<file path="config.mk">
export PLATFORM = sky130hd
export DESIGN_NAME = bamse_gpio
export DESIGN_NICKNAME = d
export VERILOG_FILES = /design/src/rtl/bamse_gpio.sv
export SDC_FILE = /design/constraint.sdc
export NUM_CORES = 1
export LEC_CHECK = 0
export CAP_MARGIN = 30
export CORE_MARGIN = 4
export CORE_UTILIZATION = 47
export CTS_CLUSTER_SIZE = 40
export DETAILED_ROUTE_END_ITERATION = 10
export PLACE_DENSITY = 0.78
export SYNTH_ARGS = -nofsm -noshare
export SYNTH_HDL_FRONTEND = slang
export SYNTH_SLANG_ARGS = --single-unit
</file>
<file path="constraint.sdc">
create_clock -name clk -period 1.2 [get_ports clk]
set_input_delay 0.18 -clock clk [delete_from_list [all_inputs] [get_ports clk]]
set_output_delay 0.18 -clock clk [all_outputs]
set_load 0.05 [all_outputs]
</file>
<file path="src/rtl/bamse_gpio.sv">
// bamse_gpio: PicoBlaze port-mapped GPIO with synchronised inputs, edge capture and maskable irq.
// Define GPIO_DEBOUNCE_EN to add a per-bit debounce counter in front of the stable register.
module bamse_gpio #(
   parameter int          IN_WIDTH        = 8,
   parameter int          OUT_WIDTH       = 8,
   parameter logic [7:0]  BASE_ADDR       = 8'h00,
   parameter int          DEBOUNCE_CYCLES = 16
) (
   input  logic                 clk,
   input  logic                 rst,
   input  logic [7:0]           port_id,
   input  logic                 write_strobe,
   input  logic                 read_strobe,
   input  logic [7:0]           out_port,
   output logic [7:0]           in_port,
   input  logic [IN_WIDTH-1:0]  pins_in,
   output logic [OUT_WIDTH-1:0] pins_out,
   output logic                 irq
);

   localparam logic [2:0] OFS_IN   = 3'd0;
   localparam logic [2:0] OFS_OUT  = 3'd1;
   localparam logic [2:0] OFS_EDGE = 3'd2;
   localparam logic [2:0] OFS_MASK = 3'd3;
   localparam logic [2:0] OFS_POL  = 3'd4;

   logic [IN_WIDTH-1:0]  sync1_q, sync2_q;
   logic [IN_WIDTH-1:0]  stable_q, stable_d;
   logic [IN_WIDTH-1:0]  prev_q;
   logic [IN_WIDTH-1:0]  edge_q, edge_d;
   logic [IN_WIDTH-1:0]  mask_q, mask_d;
   logic [IN_WIDTH-1:0]  pol_q, pol_d;
   logic [OUT_WIDTH-1:0] out_q, out_d;
   logic [7:0]           in_port_q, in_port_d;
   logic                 irq_q, irq_d;

   logic                 hit;
   logic [2:0]           ofs;
   logic [IN_WIDTH-1:0]  edge_set;
   logic [IN_WIDTH-1:0]  edge_clr;
   logic                 unused_bits;

   // read_strobe carries no side effects and upper data bits are unused for narrow widths.
   assign unused_bits = ^{read_strobe, out_port};

   assign hit = (port_id[7:3] == BASE_ADDR[7:3]);
   assign ofs = port_id[2:0];

   always_ff @(posedge clk) begin
      if (rst) begin
         sync1_q <= '0;
         sync2_q <= '0;
      end else begin
         sync1_q <= pins_in;
         sync2_q <= sync1_q;
      end
   end

`ifdef GPIO_DEBOUNCE_EN
   localparam int                CNT_W   = $clog2(DEBOUNCE_CYCLES + 1);
   localparam logic [CNT_W-1:0]  CNT_MAX = CNT_W'(DEBOUNCE_CYCLES);

   logic [CNT_W-1:0] cnt_q [IN_WIDTH];
   logic [CNT_W-1:0] cnt_d [IN_WIDTH];

   // A bit is accepted only after it has differed from stable for DEBOUNCE_CYCLES clocks in a row.
   always_comb begin
      stable_d = stable_q;
      for (int i = 0; i < IN_WIDTH; i++) begin
         cnt_d[i] = '0;
         if (sync2_q[i] != stable_q[i]) begin
            if (cnt_q[i] == CNT_MAX) begin
               stable_d[i] = sync2_q[i];
            end else begin
               cnt_d[i] = cnt_q[i] + CNT_W'(1);
            end
         end
      end
   end

   always_ff @(posedge clk) begin
      if (rst) begin
         cnt_q <= '{default: '0};
      end else begin
         cnt_q <= cnt_d;
      end
   end
`else
   localparam int db_cycles_unused = DEBOUNCE_CYCLES;

   assign stable_d = sync2_q;
`endif

   always_comb begin
      edge_set = (stable_q & ~prev_q & ~pol_q) | (~stable_q & prev_q & pol_q);
      edge_clr = '0;
      out_d    = out_q;
      mask_d   = mask_q;
      pol_d    = pol_q;
      if (write_strobe && hit) begin
         case (ofs)
            OFS_OUT:  out_d    = out_port[OUT_WIDTH-1:0];
            OFS_EDGE: edge_clr = out_port[IN_WIDTH-1:0];
            OFS_MASK: mask_d   = out_port[IN_WIDTH-1:0];
            OFS_POL:  pol_d    = out_port[IN_WIDTH-1:0];
            default:  ;
         endcase
      end
      // A new edge in the same cycle as its clear must not be lost.
      edge_d = (edge_q & ~edge_clr) | edge_set;
      irq_d  = |(edge_q & mask_q);
   end

   always_comb begin
      in_port_d = '0;
      if (hit) begin
         case (ofs)
            OFS_IN:   in_port_d[IN_WIDTH-1:0]  = stable_q;
            OFS_OUT:  in_port_d[OUT_WIDTH-1:0] = out_q;
            OFS_EDGE: in_port_d[IN_WIDTH-1:0]  = edge_q;
            OFS_MASK: in_port_d[IN_WIDTH-1:0]  = mask_q;
            OFS_POL:  in_port_d[IN_WIDTH-1:0]  = pol_q;
            default:  in_port_d = '0;
         endcase
      end
   end

   always_ff @(posedge clk) begin
      if (rst) begin
         stable_q  <= '0;
         prev_q    <= '0;
         edge_q    <= '0;
         mask_q    <= '0;
         pol_q     <= '0;
         out_q     <= '0;
         in_port_q <= '0;
         irq_q     <= 1'b0;
      end else begin
         stable_q  <= stable_d;
         prev_q    <= stable_q;
         edge_q    <= edge_d;
         mask_q    <= mask_d;
         pol_q     <= pol_d;
         out_q     <= out_d;
         in_port_q <= in_port_d;
         irq_q     <= irq_d;
      end
   end

   assign in_port  = in_port_q;
   assign pins_out = out_q;
   assign irq      = irq_q;

endmodule

</file>
==> impl_metrics.xml <==
<?xml version="1.0" encoding="UTF-8"?>
<metrics>
  <group name="run_status">
    <metric name="status" unit="">completed</metric>
  </group>
  <group name="setup_path">
    <metric name="timing.critical_path.slowest_cell_delay" unit="ns">0.41</metric>
    <metric name="timing.critical_path.from_type" unit="">input port</metric>
    <metric name="cp.required" unit="ns">1.42</metric>
    <metric name="critical_path_peak_fanout" unit="">8</metric>
    <metric name="cp_slowest_cell" unit="">sky130_fd_sc_hd__and4_4</metric>
    <metric name="critical_path_arrival" unit="ns">1.41</metric>
    <metric name="worstSetupPathType" unit="">in2reg</metric>
    <metric name="worst_reg_to_reg_path_cell_count" unit="">2</metric>
    <metric name="cp-end-kind" unit="">flop</metric>
    <metric name="timing.critical_path.cells" unit="">buf_6 -&gt; nor4_4 -&gt; and4_4 -&gt; mux2i_2 -&gt; nor2_1</metric>
  </group>
  <group name="layout">
    <metric name="final_cells" unit="">427</metric>
    <metric name="area_occupied_by_multi_input_gates" unit="um^2">1300</metric>
    <metric name="layout.cell_area.non_filler" unit="um^2">3940</metric>
    <metric name="sequential_cell_area" unit="um^2">1460</metric>
    <metric name="layout-drive-gt1-share" unit="%">26.7</metric>
    <metric name="layout-area-overhead-vs-synth" unit="%">38.4</metric>
    <metric name="fillCellCount" unit="">466</metric>
    <metric name="num-nets-final" unit="">375</metric>
    <metric name="postLayoutCoreUtil" unit="%">67.0</metric>
    <metric name="insertedDiodeCount" unit="">0</metric>
  </group>
  <group name="clocking">
    <metric name="root_buffer" unit="">sky130_fd_sc_hd__clkbuf_8</metric>
    <metric name="hold_buffers" unit="">0</metric>
    <metric name="numCtsBuffers" unit="">9</metric>
    <metric name="total_number_of_clock_tree_sinks" unit="">73</metric>
    <metric name="path_clk_slew" unit="ns">0.08</metric>
    <metric name="buffers_from_clock_root_to_sink_at_most" unit="">2</metric>
    <metric name="cts_tree" unit="">done</metric>
    <metric name="cts_h_tree_depth" unit="">3</metric>
    <metric name="clkLatencyLatePin" unit="ns">0.33</metric>
  </group>
  <group name="global_routing">
    <metric name="antenna_found_initial" unit="">0</metric>
    <metric name="first_pass_grt_wire_length" unit="um">10300</metric>
    <metric name="grt_start_max_net_pins" unit="">66</metric>
    <metric name="grtUsageTotal" unit="%">17.8</metric>
    <metric name="grt_remaining_overflow" unit="">0</metric>
    <metric name="first_global_vias" unit="">2154</metric>
  </group>
  <group name="yosys">
    <metric name="synth_area_per_cell" unit="um^2">10.1</metric>
    <metric name="yosysWarnings" unit="">0</metric>
    <metric name="yosysUniqueCellTypes" unit="">25</metric>
    <metric name="synth_nets" unit="">310</metric>
    <metric name="postSynthRegisterBits" unit="">73</metric>
    <metric name="synthesis.instances" unit="">282</metric>
    <metric name="syn_area" unit="um^2">2850</metric>
    <metric name="synthArstFlopShare" unit="%">0</metric>
    <metric name="seq_total_area_yosys" unit="%">51.3</metric>
    <metric name="synth_enable_flop_cells" unit="">0</metric>
    <metric name="synthFlopType" unit="">sky130_fd_sc_hd__dfxtp_1</metric>
  </group>
  <group name="die">
    <metric name="floorplan.core_area" unit="um^2">5890</metric>
    <metric name="die_height" unit="um">85.9</metric>
    <metric name="floorplan.die.width" unit="um">85.9</metric>
    <metric name="number_of_core_rows" unit="">28</metric>
    <metric name="die_area" unit="um^2">7370</metric>
    <metric name="io_pins" unit="">45</metric>
    <metric name="floorplan.initialDensity" unit="%">48.4</metric>
  </group>
  <group name="detailed_routing">
    <metric name="drt-pass1-iter-count" unit="">4</metric>
    <metric name="route.detailed.vias_per_inst" unit="">5.22</metric>
    <metric name="remaining_drc_errors" unit="">0</metric>
    <metric name="avgRoutedWirePerCell" unit="um">14.8</metric>
    <metric name="routed_wl" unit="um">6320</metric>
    <metric name="detail-route-antenna-nets" unit="">0</metric>
    <metric name="first_drt_iteration_drcs" unit="">167</metric>
    <metric name="vias" unit="">2227</metric>
  </group>
  <group name="timing">
    <metric name="timing.slew.headroom" unit="%">77.5</metric>
    <metric name="layout_worst_path_cycle_share" unit="%">99.2</metric>
    <metric name="final-hold-violation-count" unit="">0</metric>
    <metric name="setup_violations" unit="">0</metric>
    <metric name="rsz_0062_raised_after_global_routing" unit="">yes</metric>
    <metric name="least_margin_pin_slew" unit="ns">0.335</metric>
    <metric name="fmax" unit="MHz">840</metric>
    <metric name="finalMaxSlewViolations" unit="">0</metric>
    <metric name="hold_slack" unit="ns">0.314</metric>
    <metric name="final_period_minus_worst_setup_slack" unit="ns">1.19</metric>
    <metric name="skew" unit="ns">0.0134</metric>
  </group>
  <group name="place">
    <metric name="placed_cell_area" unit="um^2">3650</metric>
    <metric name="portBuffers" unit="">43</metric>
    <metric name="dp_hpwl" unit="um">4310</metric>
    <metric name="dp_cells" unit="">408</metric>
    <metric name="gpl.final_weighted_congestion" unit="">0.852</metric>
  </group>
  <group name="power_and_ir_drop">
    <metric name="power.ir.vdd_worst" unit="mV">0.764</metric>
    <metric name="power_leakage" unit="nW">1.62</metric>
    <metric name="pwr_density_cell" unit="nW/um^2">1290</metric>
  </group>
  <group name="worst_hold_path">
    <metric name="holdCritPathClass" unit="">in2reg</metric>
    <metric name="min_delay_path_depth" unit="">3</metric>
  </group>
  <group name="run">
    <metric name="max-cap-violations" unit="">0</metric>
  </group>
</metrics>
synthesized netlist by cell type, types with 4 or more instances:
library cell / instances / area [um^2]
sky130_fd_sc_hd__a21oi_1: 16 / 80.1
sky130_fd_sc_hd__a22oi_1: 4 / 30.0
sky130_fd_sc_hd__a31oi_1: 8 / 50.1
sky130_fd_sc_hd__buf_2: 7 / 35.0
sky130_fd_sc_hd__clkbuf_1: 9 / 33.8
sky130_fd_sc_hd__dfxtp_1: 73 / 1460
sky130_fd_sc_hd__inv_1: 8 / 30.0
sky130_fd_sc_hd__mux2_2: 16 / 180
sky130_fd_sc_hd__mux2i_1: 24 / 240
sky130_fd_sc_hd__nand2_1: 8 / 30.0
sky130_fd_sc_hd__nand2b_1: 8 / 50.1
sky130_fd_sc_hd__nand3b_1: 8 / 60.1
sky130_fd_sc_hd__nor2_1: 25 / 93.8
sky130_fd_sc_hd__nor2b_1: 34 / 213
sky130_fd_sc_hd__o21ai_0: 17 / 85.1
sky130_fd_sc_hd__or3b_2: 8 / 70.1
final cells by class:
class | count | area share (%)
clock buffer | 11 | 3.33
clock inverter | 5 | 2.63
inverter | 8 | 0.761
multi-input combinational | 184 | 33.0
sequential | 73 | 37.1
tap | 75 | 2.38
timing repair buffer | 71 | 20.8
power breakdown:
group / leakage, nW / internal, mW / switching (mW)
Sequential: 0.593 / 2.47 / 0.0208
Clock: 0.118 / 1.38 / 0.854
Combinational: 0.911 / 0.190 / 0.152
Total: 1.62 / 4.04 / 1.03
cell usage in the layout, fill, tap and decap left out, types with 5 or more instances in the layout:
| cell | n |
|---|---|
| sky130_fd_sc_hd__a21oi_1 | 16 |
| sky130_fd_sc_hd__a31oi_1 | 8 |
| sky130_fd_sc_hd__buf_12 | 18 |
| sky130_fd_sc_hd__buf_4 | 24 |
| sky130_fd_sc_hd__buf_6 | 5 |
| sky130_fd_sc_hd__clkbuf_8 | 9 |
| sky130_fd_sc_hd__clkdlybuf4s50_1 | 16 |
| sky130_fd_sc_hd__dfxtp_1 | 73 |
| sky130_fd_sc_hd__inv_1 | 8 |
| sky130_fd_sc_hd__mux2_2 | 16 |
| sky130_fd_sc_hd__mux2i_1 | 23 |
| sky130_fd_sc_hd__nand2_1 | 8 |
| sky130_fd_sc_hd__nand2b_1 | 8 |
| sky130_fd_sc_hd__nand3b_1 | 8 |
| sky130_fd_sc_hd__nor2_1 | 25 |
| sky130_fd_sc_hd__nor2b_1 | 32 |
| sky130_fd_sc_hd__o21ai_0 | 17 |
| sky130_fd_sc_hd__or3b_2 | 8 |
logic make-up after synthesis:
kind of cell,after synthesis,synth area share [%]
and+or+nand+nor,98,20.9
muxes,40,14.8
buffers and inverters,25,4.17
AOI/OAI and AO/OA,46,8.92
DFF,73,51.3
final timing paths:
kind / startpoint / end / slack (ns)
setup / recovery: port_id[6] / mask_q[1] / 0.009
hold / removal: rst / pol_q[5] / 0.31
setup reg to reg: stable_q[1] / edge_q[1] / 0.13
hold reg to reg: sync1_q[2] / stable_d[2] / 0.43
critical path: cells and delay by family:
family,cells,cell delay [ns]
simple gates,3,0.85
buf+inv,1,0.09
mux,1,0.27
routing by layer:
metal	GRT usage [%]	share of wire, %	vias to the layer above
li1	-	-	1091
met1	21.9	43	1026
met2	28.3	48	95
met3	4.51	7.8	15
met4	9.93	1.6	0
met5	0	0	-
per-stage QoR:
stage | power (mW) | TNS [ns] | worst slack, ns
after floorplan | 2.69 | -0.694 | -0.0596
after global routing | 5.26 | -0.0615 | -0.0412
after global placement | 2.87 | -20.98 | -0.590
after CTS | 5.10 | -0.0141 | -0.0141
after detailed placement | 2.87 | -21.97 | -0.627
final | 5.07 | 0 | 0.00907
timing repair:
| action | in CTS | in global routing |
|---|---|---|
| setup endpoints to repair | 40 | 15 |
| gates resized for setup | 23 | 9 |
| buffers inserted | 3 | 0 |
| pin swaps | 3 | 3 |
flip-flops by register name, summed over array words and instances, names as in the netlist:
signal    count
pol_q         8
irq           1
sync1_q       8
pins_out      8
stable_d      8
stable_q      8
in_port       8
prev_q        8
mask_q        8
edge_q        8
(Power assumes the default switching activity.)
